===== src/rtl/jk_pkg.sv =====
// Shared types and helpers for the JK bank driver.
// Optional build macro: JK_TOGGLE_EN selects the toggle excitation code
// (J=K=1) for changing bits instead of the set/reset encoding.
package jk_pkg;

    typedef enum logic [1:0] {
        IDLE  = 2'd0,
        DRIVE = 2'd1,
        CHECK = 2'd2
    } jk_drv_state_t;

    // JK command codes, packed as {J,K}
    localparam logic [1:0] JK_HOLD = 2'b00;
    localparam logic [1:0] JK_SET  = 2'b10;
    localparam logic [1:0] JK_RST  = 2'b01;
    localparam logic [1:0] JK_TOG  = 2'b11;

    // Excitation for one bit: current value q, desired value t -> {J,K}
    function automatic logic [1:0] jk_excite(input logic q, input logic t);
        logic [1:0] code;
        code = JK_HOLD;
`ifdef JK_TOGGLE_EN
        if (q != t) code = JK_TOG;
`else
        if (!q && t)      code = JK_SET;
        else if (q && !t) code = JK_RST;
`endif
        return code;
    endfunction

endpackage


===== src/rtl/jk_reg_bank.sv =====
// Behavioural bank of WIDTH JK flip-flops with per-bit freeze.
// A frozen bit ignores its J/K command and holds its value.
module jk_reg_bank
    import jk_pkg::*;
#(
    parameter int WIDTH = 4
) (
    input  logic             clk,
    input  logic             rst_n,
    input  logic [WIDTH-1:0] j,
    input  logic [WIDTH-1:0] k,
    input  logic [WIDTH-1:0] frz,
    output logic [WIDTH-1:0] q
);

    // Per-bit JK update: hold, set, reset or toggle unless frozen
    always_ff @(posedge clk or negedge rst_n) begin
        if (!rst_n) begin
            q <= '0;
        end else begin
            for (int i = 0; i < WIDTH; i++) begin
                if (!frz[i]) begin
                    case ({j[i], k[i]})
                        JK_SET:  q[i] <= 1'b1;
                        JK_RST:  q[i] <= 1'b0;
                        JK_TOG:  q[i] <= ~q[i];
                        default: q[i] <= q[i];
                    endcase
                end
            end
        end
    end

endmodule


===== src/rtl/jk_bank_driver.sv =====
// Loads a target word into a JK register bank by deriving J/K commands,
// then reads the bank back, retrying up to RETRIES times before flagging err.
// Optional build macro: JK_TOGGLE_EN (toggle encoding for changing bits).
//
// Handshake: a target is transferred on a rising edge where tgt_valid and
// tgt_ready are both high; tgt_ready is high only in IDLE, and tgt_data is
// ignored at any other time. The source may hold tgt_valid high freely.
module jk_bank_driver
    import jk_pkg::*;
#(
    parameter int WIDTH   = 4,
    parameter int RETRIES = 2
) (
    input  logic             clk,
    input  logic             rst_n,
    input  logic             tgt_valid,
    output logic             tgt_ready,
    input  logic [WIDTH-1:0] tgt_data,
    input  logic [WIDTH-1:0] frz,
    output logic [WIDTH-1:0] j,
    output logic [WIDTH-1:0] k,
    output logic [WIDTH-1:0] q,
    output logic             done,
    output logic             err,
    output logic [7:0]       upd_cnt,
    output logic [1:0]       state
);

    jk_drv_state_t    state_r;
    logic [WIDTH-1:0] tgt_q;
    logic [2:0]       retry_cnt;

    assign tgt_ready = (state_r == IDLE);
    assign state     = state_r;

    // J/K commands: excitation of q towards tgt_q, only while driving
    always_comb begin
        logic [1:0] code;
        code = JK_HOLD;
        j    = '0;
        k    = '0;
        if (state_r == DRIVE) begin
            for (int i = 0; i < WIDTH; i++) begin
                code = jk_excite(q[i], tgt_q[i]);
                j[i] = code[1];
                k[i] = code[0];
            end
        end
    end

    // Control FSM: accept, drive one cycle, check, retry or finish
    always_ff @(posedge clk or negedge rst_n) begin
        if (!rst_n) begin
            state_r   <= IDLE;
            tgt_q     <= '0;
            retry_cnt <= '0;
            done      <= 1'b0;
            err       <= 1'b0;
            upd_cnt   <= '0;
        end else begin
            done <= 1'b0;
            err  <= 1'b0;
            case (state_r)
                IDLE: begin
                    if (tgt_valid) begin
                        tgt_q     <= tgt_data;
                        retry_cnt <= '0;
                        state_r   <= DRIVE;
                    end
                end
                DRIVE: begin
                    state_r <= CHECK;
                end
                CHECK: begin
                    if (q == tgt_q) begin
                        done <= 1'b1;
                        if (upd_cnt != 8'hFF) upd_cnt <= upd_cnt + 8'd1;
                        state_r <= IDLE;
                    end else if (int'(retry_cnt) < RETRIES) begin
                        retry_cnt <= retry_cnt + 3'd1;
                        state_r   <= DRIVE;
                    end else begin
                        err     <= 1'b1;
                        state_r <= IDLE;
                    end
                end
                default: state_r <= IDLE;
            endcase
        end
    end

    jk_reg_bank #(.WIDTH(WIDTH)) u_bank (
        .clk   (clk),
        .rst_n (rst_n),
        .j     (j),
        .k     (k),
        .frz   (frz),
        .q     (q)
    );

endmodule


===== config.mk =====
export PLATFORM = sky130hd
export DESIGN_NAME = jk_bank_driver
export DESIGN_NICKNAME = d
export VERILOG_FILES = /design/src/rtl/jk_pkg.sv /design/src/rtl/jk_reg_bank.sv /design/src/rtl/jk_bank_driver.sv
export SDC_FILE = /design/constraint.sdc
export NUM_CORES = 1
export LEC_CHECK = 0
export BUFFER_PORTS_ARGS = -buffer_cell sky130_fd_sc_hd__clkbuf_2
export CAP_MARGIN = 25
export CORE_MARGIN = 4
export CORE_UTILIZATION = 28
export DETAILED_ROUTE_END_ITERATION = 16
export GPL_TIMING_DRIVEN = 0
export PLACE_DENSITY = 0.44
export SLEW_MARGIN = 40
export SYNTH_ARGS = -nofsm -noshare
export SYNTH_HDL_FRONTEND = slang
export SYNTH_HIERARCHICAL = 1
export SYNTH_SLANG_ARGS = --single-unit

===== constraint.sdc =====
create_clock -name clk -period 1.85 [get_ports clk]
set_input_delay 0.185 -clock clk [delete_from_list [all_inputs] [get_ports clk]]
set_output_delay 0.185 -clock clk [all_outputs]
set_load 0.02 [all_outputs]

==> results by group, run 1 <==
Logic synthesis
  • Most common cell in the netlist: dfrtp_1
  • Mapped Cells: 109
  • Post-synthesis net count: 130
  • Synthesized area per cell: 11.3 µm²
  • Top post-synthesis cells by count: dfrtp_1, inv_1, ha_1
  • Sequential share of the synthesized area: 0.466
  • Synth Register Bits: 23
  • Post-Syn Area: 1240 µm²
  • Yosys top cell by area: dfrtp_1
  • Top_reg_cell synth: dfrtp_1
  • Ys Warns: 6
  • Cell variety after synth: 30
  • Asr flop ratio synth: 1.00
  • Yosys top cell area share: 0.466
  • Post-synth EDFFs: 0
  • Synth top area cells: dfrtp_1, ha_1, mux2_2

Timing
  • PnR worst setup slack: 0.0269 ns
  • Worst Clk Skew: 0.00759 ns
  • # setup viols final: 0
  • Worst-Margin Slew: 0.594 ns
  • Max-slew headroom: 0.604
  • Pins over their slew limit: 0
  • F_max: 549 MHz
  • Unrepaired setup endpoints after global routing: yes
  • Fin crit share: 0.985
  • Final Hold Fails: 0
  • Fin crit period: 1.82 ns

Power
  • Maximum vdd drop: 0.000664 V
  • P_leak: 0.000829 µW
  • Tot Pwr: 2180 µW
  • Power Dens Cells: 1390 nW/µm²

Setup path
  • R2R Path Start: u_bank/q[0]
  • Crit end category: flip-flop
  • Reg2reg path depth: 6
  • Critical Path Source Type: flip-flop
  • Arr. time, crit path: 1.98 ns
  • Crit Path Max Fanout: 5
  • Worst Path Required: 2.00 ns
  • Reg2reg setup slack: 0.03 ns
  • Setup Crit Path Kind: reg -> reg
  • R2R Path End: upd_cnt[1]

Route
  • DRC Markers: 0
  • Drt total wl: 2450 µm
  • DR iter-0 viols: 7
  • Vias after detailed routing: 912
  • Final ANT Viol Nets: 0
  • Pre-Repair DR Iteration Count: 4
  • Post-DR wirelength/cell: 12.1 µm
  • DR vias/cell: 4.49

Global route
  • Met1 Usage GRT: 0.125
  • Total GRT Usage: 0.0937
  • Largest net degree at the start of global routing: 24
  • Busiest grt layer: met2
  • Met2 GRT Util: 0.155
  • Met3 Use GR: 0.0203
  • Vias in the first global route: 901
  • First-pass GRT wire length: 4070 µm
  • GR Overflow Total: 0
  • Initial antenna violation count: 0

Finish
  • Area grow syn2layout: 26.8%
  • Layout net count: 175
  • ANT cells: 0
  • Register area: 576 µm²
  • Layout cell share with drive strength beyond 1: 0.399
  • Filler cells: 432
  • Multi-input gate area: 618 µm²

Die
  • Number of core rows: 23
  • Die Wd: 74.4 µm
  • Die area: 5540 µm²
  • Starting Density: 0.298
  • I/O pin cnt: 36
  • Chip Height: 74.4 µm
  • Placeable Area: 4140 µm²

Placement
  • Dpl ws: -0.0106 ns
  • RD Place Congestion: 0.778
  • Post-DP HPWL: 1920 µm
  • PortBufs: 35

Clock tree
  • H-tree levels: 1
  • Root buf cell: clkbuf_8
  • CTS Buffer Depth: 2
  • Total CTS buffers: 3
  • TritonCTS clock tree: done
  • Worst skew pair latency: 0.26 ns
  • CTS clk-pin slew, worst paths: 0.09 ns
  • Clk sinks: 23

Min path
  • Hold path startpoint: tgt_data[0]
  • Hold Path End: tgt_q[0]
  • Hold Path Stages: 2
  • Worst hold path type: in -> reg

Status
  • Status: completed

Run
  • Max-cap violations: 0
-- repair_timing --
| action | 4_1_cts | 5_1_grt |
|---|---|---|
| buffers inserted | 1 | 3 |
| hold buffers | 1 | 0 |
| endpoints found under the hold margin | 23 | 0 |
| endpoints found under the setup margin | 1 | 4 |
| gates resized for setup | 1 | 3 |
| cloned | 0 | 0 |
| pin swaps | 1 | 5 |
-- layer usage --
| metal | vias to the layer above | wire length [µm] |
|---|---|---|
| met5 | - | 0 |
| met4 | 0 | 10 |
| met3 | 2 | 168 |
| met2 | 25 | 1110 |
| met1 | 429 | 1160 |
| li1 | 456 | - |
-- per-stage QoR --
stage | std cells | instance area (µm²) | hold slack, ns | TNS [ns] | utilization
2_1_floorplan | 109 | 1240 | -0.111 | 0 | -
3_3_place_gp | 194 | 1470 | 0.224 | 0 | 0.356
3_5_place_dp | 194 | 1470 | 0.222 | -0.0106 | 0.356
4_1_cts | 200 | 1540 | 0.150 | 0 | 0.372
5_1_grt | 203 | 1570 | 0.157 | -0.137 | 0.378
6_report | 203 | 1570 | 0.151 | 0 | 0.378
-- cell usage in the layout, fill, tap and decap left out, drive strengths merged --
cell type    instances
clkbuf              39
dfrtp               23
inv                 12
ha                  10
and2                 8
mux2                 6
nand2b               6
nor2                 5
nand2                5
nand4                4
buf                  4
nor3b                4
a21o                 4
xnor2                3
o41ai                2
a21oi                2
xor2                 2
and4                 2
and3                 2
nor2b                1
or2                  1
o31ai                1
nand3b               1
o21ai                1
a211oi               1
a31oi                1
nand3                1
clkinv               1
dlygate4sd3          1
-- report_power, final --
| part | switching [µW] | internal, µW | leakage, µW | total [µW] |
|---|---|---|---|---|
| registers | 173 | 671 | 0.000295 | 844 |
| clock network | 159 | 150 | 0.0000255 | 309 |
| logic | 588 | 442 | 0.000508 | 1030 |
-- area by class of cell --
type	instances	share of cell area
Buffer	1	0.00319
Timing Repair Buffer	40	0.137
Multi-Input combinational cell	73	0.394
Sequential cell	23	0.367
Tap cell	50	0.0399
Inverter	12	0.0287
Clock buffer	3	0.0263
Clock inverter	1	0.00319
-- kinds of logic after synthesis --
kind of cell	share of synthesized area
xor+xnor	0.0354
fa+ha+maj	0.101
buf+inv	0.0395
simple gates	0.222
compound gates	0.0820
mux	0.0547
flops	0.466
-- flip-flops by register name, indices dropped and copies added, names as in the netlist --
signal     count
retry_cnt      3
u_bank/q       4
upd_cnt        8
state          2
done           1
err            1
tgt_q          4
-- worst max-delay path: stages (launching register included) --
cell and delay, ns:
dfrtp_1 0.42, inv_1 0.06, ha_1 0.28, nand4_1 0.14
buf_4 0.18, a211oi_4 0.29, mux2_4 0.33
-- how the worst max path moves through the flow --
| stage | startpoint | endpoint |
|---|---|---|
| floorplan | u_bank/q[0] | upd_cnt[7] |
| global placement | u_bank/q[0] | upd_cnt[7] |
| detailed placement | u_bank/q[0] | upd_cnt[7] |
| CTS | u_bank/q[0] | upd_cnt[7] |
| global route | u_bank/q[0] | upd_cnt[1] |
| finish | u_bank/q[0] | upd_cnt[1] |
No activity file was read; power rests on OpenSTA's default activity.
==> run 2, diff against run 1 <==
ABC_AREA = 1   (was unset)
CORE_ASPECT_RATIO = 1.5   (was unset)
PLACE_DENSITY = unset   (was 0.44)
PLACE_DENSITY_LB_ADDON = 0.05   (was unset)
==> run 2 against run 1 <==
Effect of this change: total power shrank 1.4%; core utilization shrank 2.0 points; register-to-register slack gained 0.24 ns; clock power grew 2%; critical path type unchanged; worst hold slack gained 0.013 ns; sequential share of layout area shrank 1.4 points; via count grew 30%; combinational power is essentially flat.
==> results by group, run 2 <==
Status
  • Status: completed

Power
  • P_leak: 0.000970 µW (+17%)
  • Tot Pwr: 2150 µW (-1.4%)
  • Power Dens Cells: 1320 nW/µm² (-5.0%)
  • Maximum vdd drop: 0.000335 V (-50%)

Global route
  • Initial antenna violation count: 0 (unchanged)
  • First-pass GRT wire length: 5220 µm (+28%)
  • Vias in the first global route: 1188 (+32%)
  • GR Overflow Total: 0 (unchanged)
  • Largest net degree at the start of global routing: 24 (unchanged)
  • Total GRT Usage: 0.112 (+0.0181)

Route
  • Drt total wl: 2950 µm (+20%)
  • Pre-Repair DR Iteration Count: 3 (-1)
  • DRC Markers: 0 (unchanged)
  • Post-DR wirelength/cell: 10.4 µm (-14%)
  • DR vias/cell: 4.20 (-6.5%)
  • DR iter-0 viols: 22 (+15)
  • Final ANT Viol Nets: 0 (unchanged)
  • Vias after detailed routing: 1189 (+30%)

Clock tree
  • Post-CTS Resized: 0 (-1)
  • Total CTS buffers: 3 (unchanged)
  • TritonCTS clock tree: done
  • Root buf cell: clkbuf_8
  • Worst skew pair latency: 0.27 ns (about the same)
  • Postcts setup bufs: 0 (-1)
  • Clk sinks: 23 (unchanged)
  • CTS Hold Bufs: 1 (unchanged)
  • CTS clk-pin slew, worst paths: 0.09 ns (about the same)
  • CTS Buffer Depth: 2 (unchanged)
  • H-tree levels: 1 (unchanged)

Finish
  • ANT cells: 0 (unchanged)
  • Most frequent cells in the layout: nand2_1, inv_1, clkbuf_2
  • Area grow syn2layout: 23.7%
  • Top flop regs: upd_cnt (8), tgt_q (4), u_bank/q (4)
  • Layout net count: 241 (+38%)
  • Largest register by flop count: upd_cnt
  • Most common cell after layout, fill and taps aside: nand2_1
  • Number of flip-flops in the largest register: 8 (unchanged)
  • Layout cell share with drive strength beyond 1: 0.215 (-0.184)

Logic synthesis
  • Mapped Cells: 179 (+64%)
  • Asr flop ratio synth: 1.00 (unchanged)
  • Cell variety after synth: 16 (-47%)
  • Post-synthesis net count: 200 (+54%)
  • Post-Syn Area: 1320 µm² (+6.5%)
  • Synthesized area per cell: 7.35 µm² (-35%)
  • Sequential share of the synthesized area: 0.437 (-0.0283)
  • Synth top area cells: dfrtp_1, nand2_1, inv_1
  • Top_reg_cell synth: dfrtp_1
  • Top post-synthesis cells by count: nand2_1, inv_1, dfrtp_1
  • Synth Register Bits: 23 (unchanged)
  • Post-synth EDFFs: 0 (unchanged)
  • Most common cell in the netlist: nand2_1
  • Ys Warns: 6 (unchanged)
  • Yosys top cell by area: dfrtp_1
  • Yosys top cell area share: 0.437 (-0.0283)

Timing
  • Max-slew headroom: 0.606 (+0.00248)
  • F_max: 631 MHz (+15%)
  • # setup viols final: 0 (unchanged)
  • Fin crit period: 1.59 ns (-0.238 ns)
  • Final Hold Fails: 0 (unchanged)
  • Fin crit share: 0.857 (-0.129)
  • Pins over their slew limit: 0 (unchanged)
  • Worst Clk Skew: 0.00800 ns (+0.000406 ns)
  • Unrepaired setup endpoints after global routing: no
  • Final setup TNS: 0 ns (unchanged)
  • Worst-Margin Slew: 0.590 ns (-0.00372 ns)

Placement
  • PortBufs: 35 (unchanged)
  • RD Place Congestion: 0.709 (-8.9%)
  • Post-DP HPWL: 2360 µm (+23%)

Setup path
  • Arr. time, crit path: 1.79 ns (-0.19 ns)
  • Reg2reg path depth: 8 (+2)
  • R2R Path Start: u_bank/q[3]
  • Crit. Startpoint: u_bank/q[3]
  • Reg2reg setup slack: 0.26 ns (+0.24 ns)
  • Worst Path Required: 2.06 ns (+0.06 ns)
  • Setup Crit Path Kind: reg -> reg
  • Crit end category: flip-flop
  • Critical Path Source Type: flip-flop
  • Crit Path Max Fanout: 8 (+3)
  • R2R Path End: upd_cnt[7]

Run
  • Max-cap violations: 0 (unchanged)

Min path
  • Hold path startpoint: tgt_data[2]
  • Hold Path End: tgt_q[2]
  • Worst hold path type: in -> reg
  • Hold Path Stages: 3 (+1)

Die
  • I/O pin cnt: 36 (unchanged)
  • Die Wd: 64.0 µm (-14%)
  • Chip Height: 92.0 µm (+24%)
  • Die area: 5880 µm² (+6.2%)
  • Starting Density: 0.290 (-0.00850)
  • Placeable Area: 4540 µm² (+9.6%)
  • Number of core rows: 30 (+30%)
==> run 2: final cells by class <==
cell class | instances | area, µm²
tap | 64 | 80.1
buffer | 1 | 5.00
sequential | 23 | 576
multi-input combinational | 120 | 604
fill | 524 | 2910
clock inverter | 1 | 5.00
timing repair buffer | 36 | 185
clock buffer | 3 | 41.3
inverter | 35 | 131
==> run 2: cells by family after synthesis <==
logic type | synth area share
and+or+nand+nor | 0.315
buffers and inverters | 0.104
AOI/OAI and AO/OA | 0.0228
DFF | 0.437
adders and majority gates | 0.0951
xor gates and xnor gates | 0.0266
==> run 2: per-stage QoR <==
| stage | setup slack, ns | util | area, µm² | instances | hold slack (ns) |
|---|---|---|---|---|---|
| final | 0.265 | 0.358 | 1630 | 283 | 0.164 |
| after floorplan | 0.354 | - | 1320 | 179 | -0.111 |
| after global placement | 0.260 | 0.346 | 1570 | 278 | 0.228 |
| after global routing | 0.112 | 0.358 | 1630 | 283 | 0.170 |
| after CTS | 0.221 | 0.358 | 1630 | 283 | 0.155 |
| after detailed placement | 0.245 | 0.346 | 1570 | 278 | 0.230 |
==> run 2: critical path, cell delays in order, from the launching register on <==
cell and delay (ns):
dfrtp_1 0.42, inv_1 0.06, ha_1 0.27, nand2_1 0.09, nor2_4 0.14, nand2_2 0.07, nor2_2 0.30, nand2_1 0.10
nand2_1 0.06
==> run 2: worst max-delay path by stage <==
stage / end
2_1_floorplan: upd_cnt[5]
3_3_place_gp: upd_cnt[6]
3_5_place_dp: upd_cnt[7]
4_1_cts: upd_cnt[7]
5_1_grt: upd_cnt[3]
6_report: upd_cnt[7]
==> run 2: where the power goes <==
group          switching [µW]  internal (µW)
logic                     695            336
registers                 145            660
clock network             165            150
total                    1000           1150
==> run 2: metal layers <==
layer,GRT usage,share of wire,up-vias
met5,0,0,-
met2,0.200,0.53,28
met1,0.125,0.41,549
met4,0.0541,0.020,0
met3,0.0184,0.044,5
li1,-,-,607
==> run 3, diff against run 2 <==
REMOVE_ABC_BUFFERS = 1   (was unset)
==> run 3 against run 2 <==
Effect of this change: clock skew down 0.0027 ns; combinational power about the same; setup slack improved by 0.0033 ns; first-iteration DRC count decreased by 23%; critical endpoint is now upd_cnt[3]; highest routed layer unchanged.
==> results by group, run 3 (synthesis gave the netlist of run 2 again) <==
Timing
  • Worst Clk Skew: 0.00528 ns (-0.00271 ns)
  • Unrepaired setup endpoints after global routing: no
  • Fin crit share: 0.855 (-0.00181)
  • WHS: 0.171 ns (+0.00739 ns)
  • F_max: 632 MHz (+0.21%)
  • Max-slew headroom: 0.593 (-0.0138)
  • # setup viols final: 0 (unchanged)
  • Pins over their slew limit: 0 (unchanged)
  • Final Hold Fails: 0 (unchanged)
  • Final setup TNS: 0 ns (unchanged)
  • Fin crit period: 1.58 ns (-0.00334 ns)
  • Worst-Margin Slew: 0.611 ns (+0.0207 ns)

Route
  • DRC Markers: 0 (unchanged)
  • DR vias/cell: 4.11 (-2.1%)
  • Post-DR wirelength/cell: 10.3 µm (-1.1%)
  • Pre-Repair DR Iteration Count: 3 (unchanged)
  • Vias after detailed routing: 1160 (-2.4%)
  • Drt total wl: 2900 µm (-1.4%)
  • DR iter-0 viols: 17 (-23%)
  • Final ANT Viol Nets: 0 (unchanged)

Setup path
  • Crit path cell chain: inv_1 > ha_1 > nand2_1 > nor2_4 > nand2_2 > nor2_2 > nand2_1 > nand2_1
  • Reg2reg setup slack: 0.27 ns (about the same)
  • Most used cell, CP: nand2_1
  • Worst Path Required: 2.05 ns (about the same)
  • Crit. Startpoint: u_bank/q[3]
  • Critical Path Source Type: flip-flop
  • Critical Path Sink: upd_cnt[3]
  • Reg2reg path depth: 8 (unchanged)
  • Arr. time, crit path: 1.79 ns (about the same)
  • CP max stage delay: 0.41 ns (about the same)
  • CP max stage cell: dfrtp_1
  • Setup Crit Path Kind: reg -> reg
  • Crit end category: flip-flop
  • Crit Path Max Fanout: 8 (unchanged)
  • R2R Path End: upd_cnt[3]
  • R2R Path Start: u_bank/q[3]

Clock tree
  • Root buf cell: clkbuf_8
  • H-tree levels: 1 (unchanged)
  • TritonCTS clock tree: done
  • CTS clk-pin slew, worst paths: 0.09 ns (about the same)
  • Total CTS buffers: 3 (unchanged)
  • Post-CTS Resized: 0 (unchanged)
  • CTS Hold Bufs: 1 (unchanged)
  • Worst skew pair latency: 0.26 ns (about the same)
  • Clk sinks: 23 (unchanged)
  • CTS Buffer Depth: 2 (unchanged)
  • Postcts setup bufs: 0 (unchanged)

Global route
  • Largest net degree at the start of global routing: 24 (unchanged)
  • Initial antenna violation count: 0 (unchanged)
  • Vias in the first global route: 1178 (-0.84%)
  • First-pass GRT wire length: 5250 µm (+0.65%)
  • Total GRT Usage: 0.112 (+0.000253)
  • GR Overflow Total: 0 (unchanged)

Placement
  • DP Area: 1570 µm² (-0.32%)
  • Post-DP HPWL: 2250 µm (-4.7%)
  • RD Place Congestion: 0.710 (+0.17%)
  • PortBufs: 35 (unchanged)

Finish
  • Most common cell after layout, fill and taps aside: nand2_1
  • ANT cells: 0 (unchanged)
  • Most frequent cells in the layout: nand2_1, inv_1, clkbuf_2
  • Layout net count: 240 (-0.41%)
  • Largest register by flop count: upd_cnt
  • Layout cell share with drive strength beyond 1: 0.206 (-0.00819)
  • Filler cells: 490 (-6.5%)
  • Number of flip-flops in the largest register: 8 (unchanged)
  • Area grow syn2layout: 23.2%
  • Post-route cell area: 1620 µm² (-0.38%)
  • Top flop regs: upd_cnt (8), tgt_q (4), u_bank/q (4)

Run
  • Max-cap violations: 0 (unchanged)

Die
  • I/O pin cnt: 36 (unchanged)
  • Die area: 5880 µm² (unchanged)
  • Die Wd: 64.0 µm (unchanged)
  • Number of core rows: 30 (unchanged)
  • Placeable Area: 4540 µm² (unchanged)
  • Chip Height: 92.0 µm (unchanged)
  • Starting Density: 0.290 (unchanged)

Power
  • P_leak: 0.000965 µW (-0.60%)
  • Maximum vdd drop: 0.000453 V (+35%)
  • Tot Pwr: 2130 µW (-0.84%)
  • Power Dens Cells: 1320 nW/µm² (-0.45%)

Status
  • Status: completed

Min path
  • Worst hold path type: in -> reg
==> run 3: worst max-delay path: cells and delay by family, from the launching register on <==
| kind | cells | cell delay (ns) |
|---|---|---|
| adder cells (fa/ha/maj) | 1 | 0.27 |
| AND/OR/NAND/NOR | 6 | 0.79 |
| buffers and inverters | 1 | 0.06 |
| flip-flops | 1 | 0.41 |
==> run 3: worst min-delay path by stage <==
stage,startpoint,end,slack [ns],cells past startpoint
floorplan,rst_n,done,-0.11,0
global placement,rst_n,u_bank/q[2],0.24,1
detailed placement,rst_n,u_bank/q[1],0.24,1
CTS,tgt_data[0],tgt_q[0],0.17,3
global route,frz[2],u_bank/q[2],0.19,4
finish,tgt_data[0],tgt_q[0],0.17,3
==> run 3: layout make-up <==
| type | count | area (µm²) | area share |
|---|---|---|---|
| well taps | 64 | 80.1 | 0.0494 |
| flip-flops and latches | 23 | 576 | 0.355 |
| clock buffers | 4 | 45.0 | 0.0278 |
| inverters | 35 | 131 | 0.0810 |
| repair buffers | 36 | 185 | 0.114 |
| multi-input cells | 120 | 604 | 0.373 |
==> run 3: through the flow <==
step	util	setup slack, ns	std cells
floorplan	-	0.354	178
global placement	0.345	0.229	277
detailed placement	0.345	0.251	277
CTS	0.357	0.220	282
global route	0.357	0.0394	282
finish	0.357	0.268	282
==> run 3: metal layers <==
layer / share of wire / GRT usage
met5: 0 / 0
met4: 0.011 / 0.0432
met3: 0.046 / 0.0172
met2: 0.54 / 0.208
met1: 0.40 / 0.124
==> run 3: power breakdown <==
group | internal [µW] | switching (µW)
clock network | 154 | 164
logic | 328 | 684
registers | 660 | 144
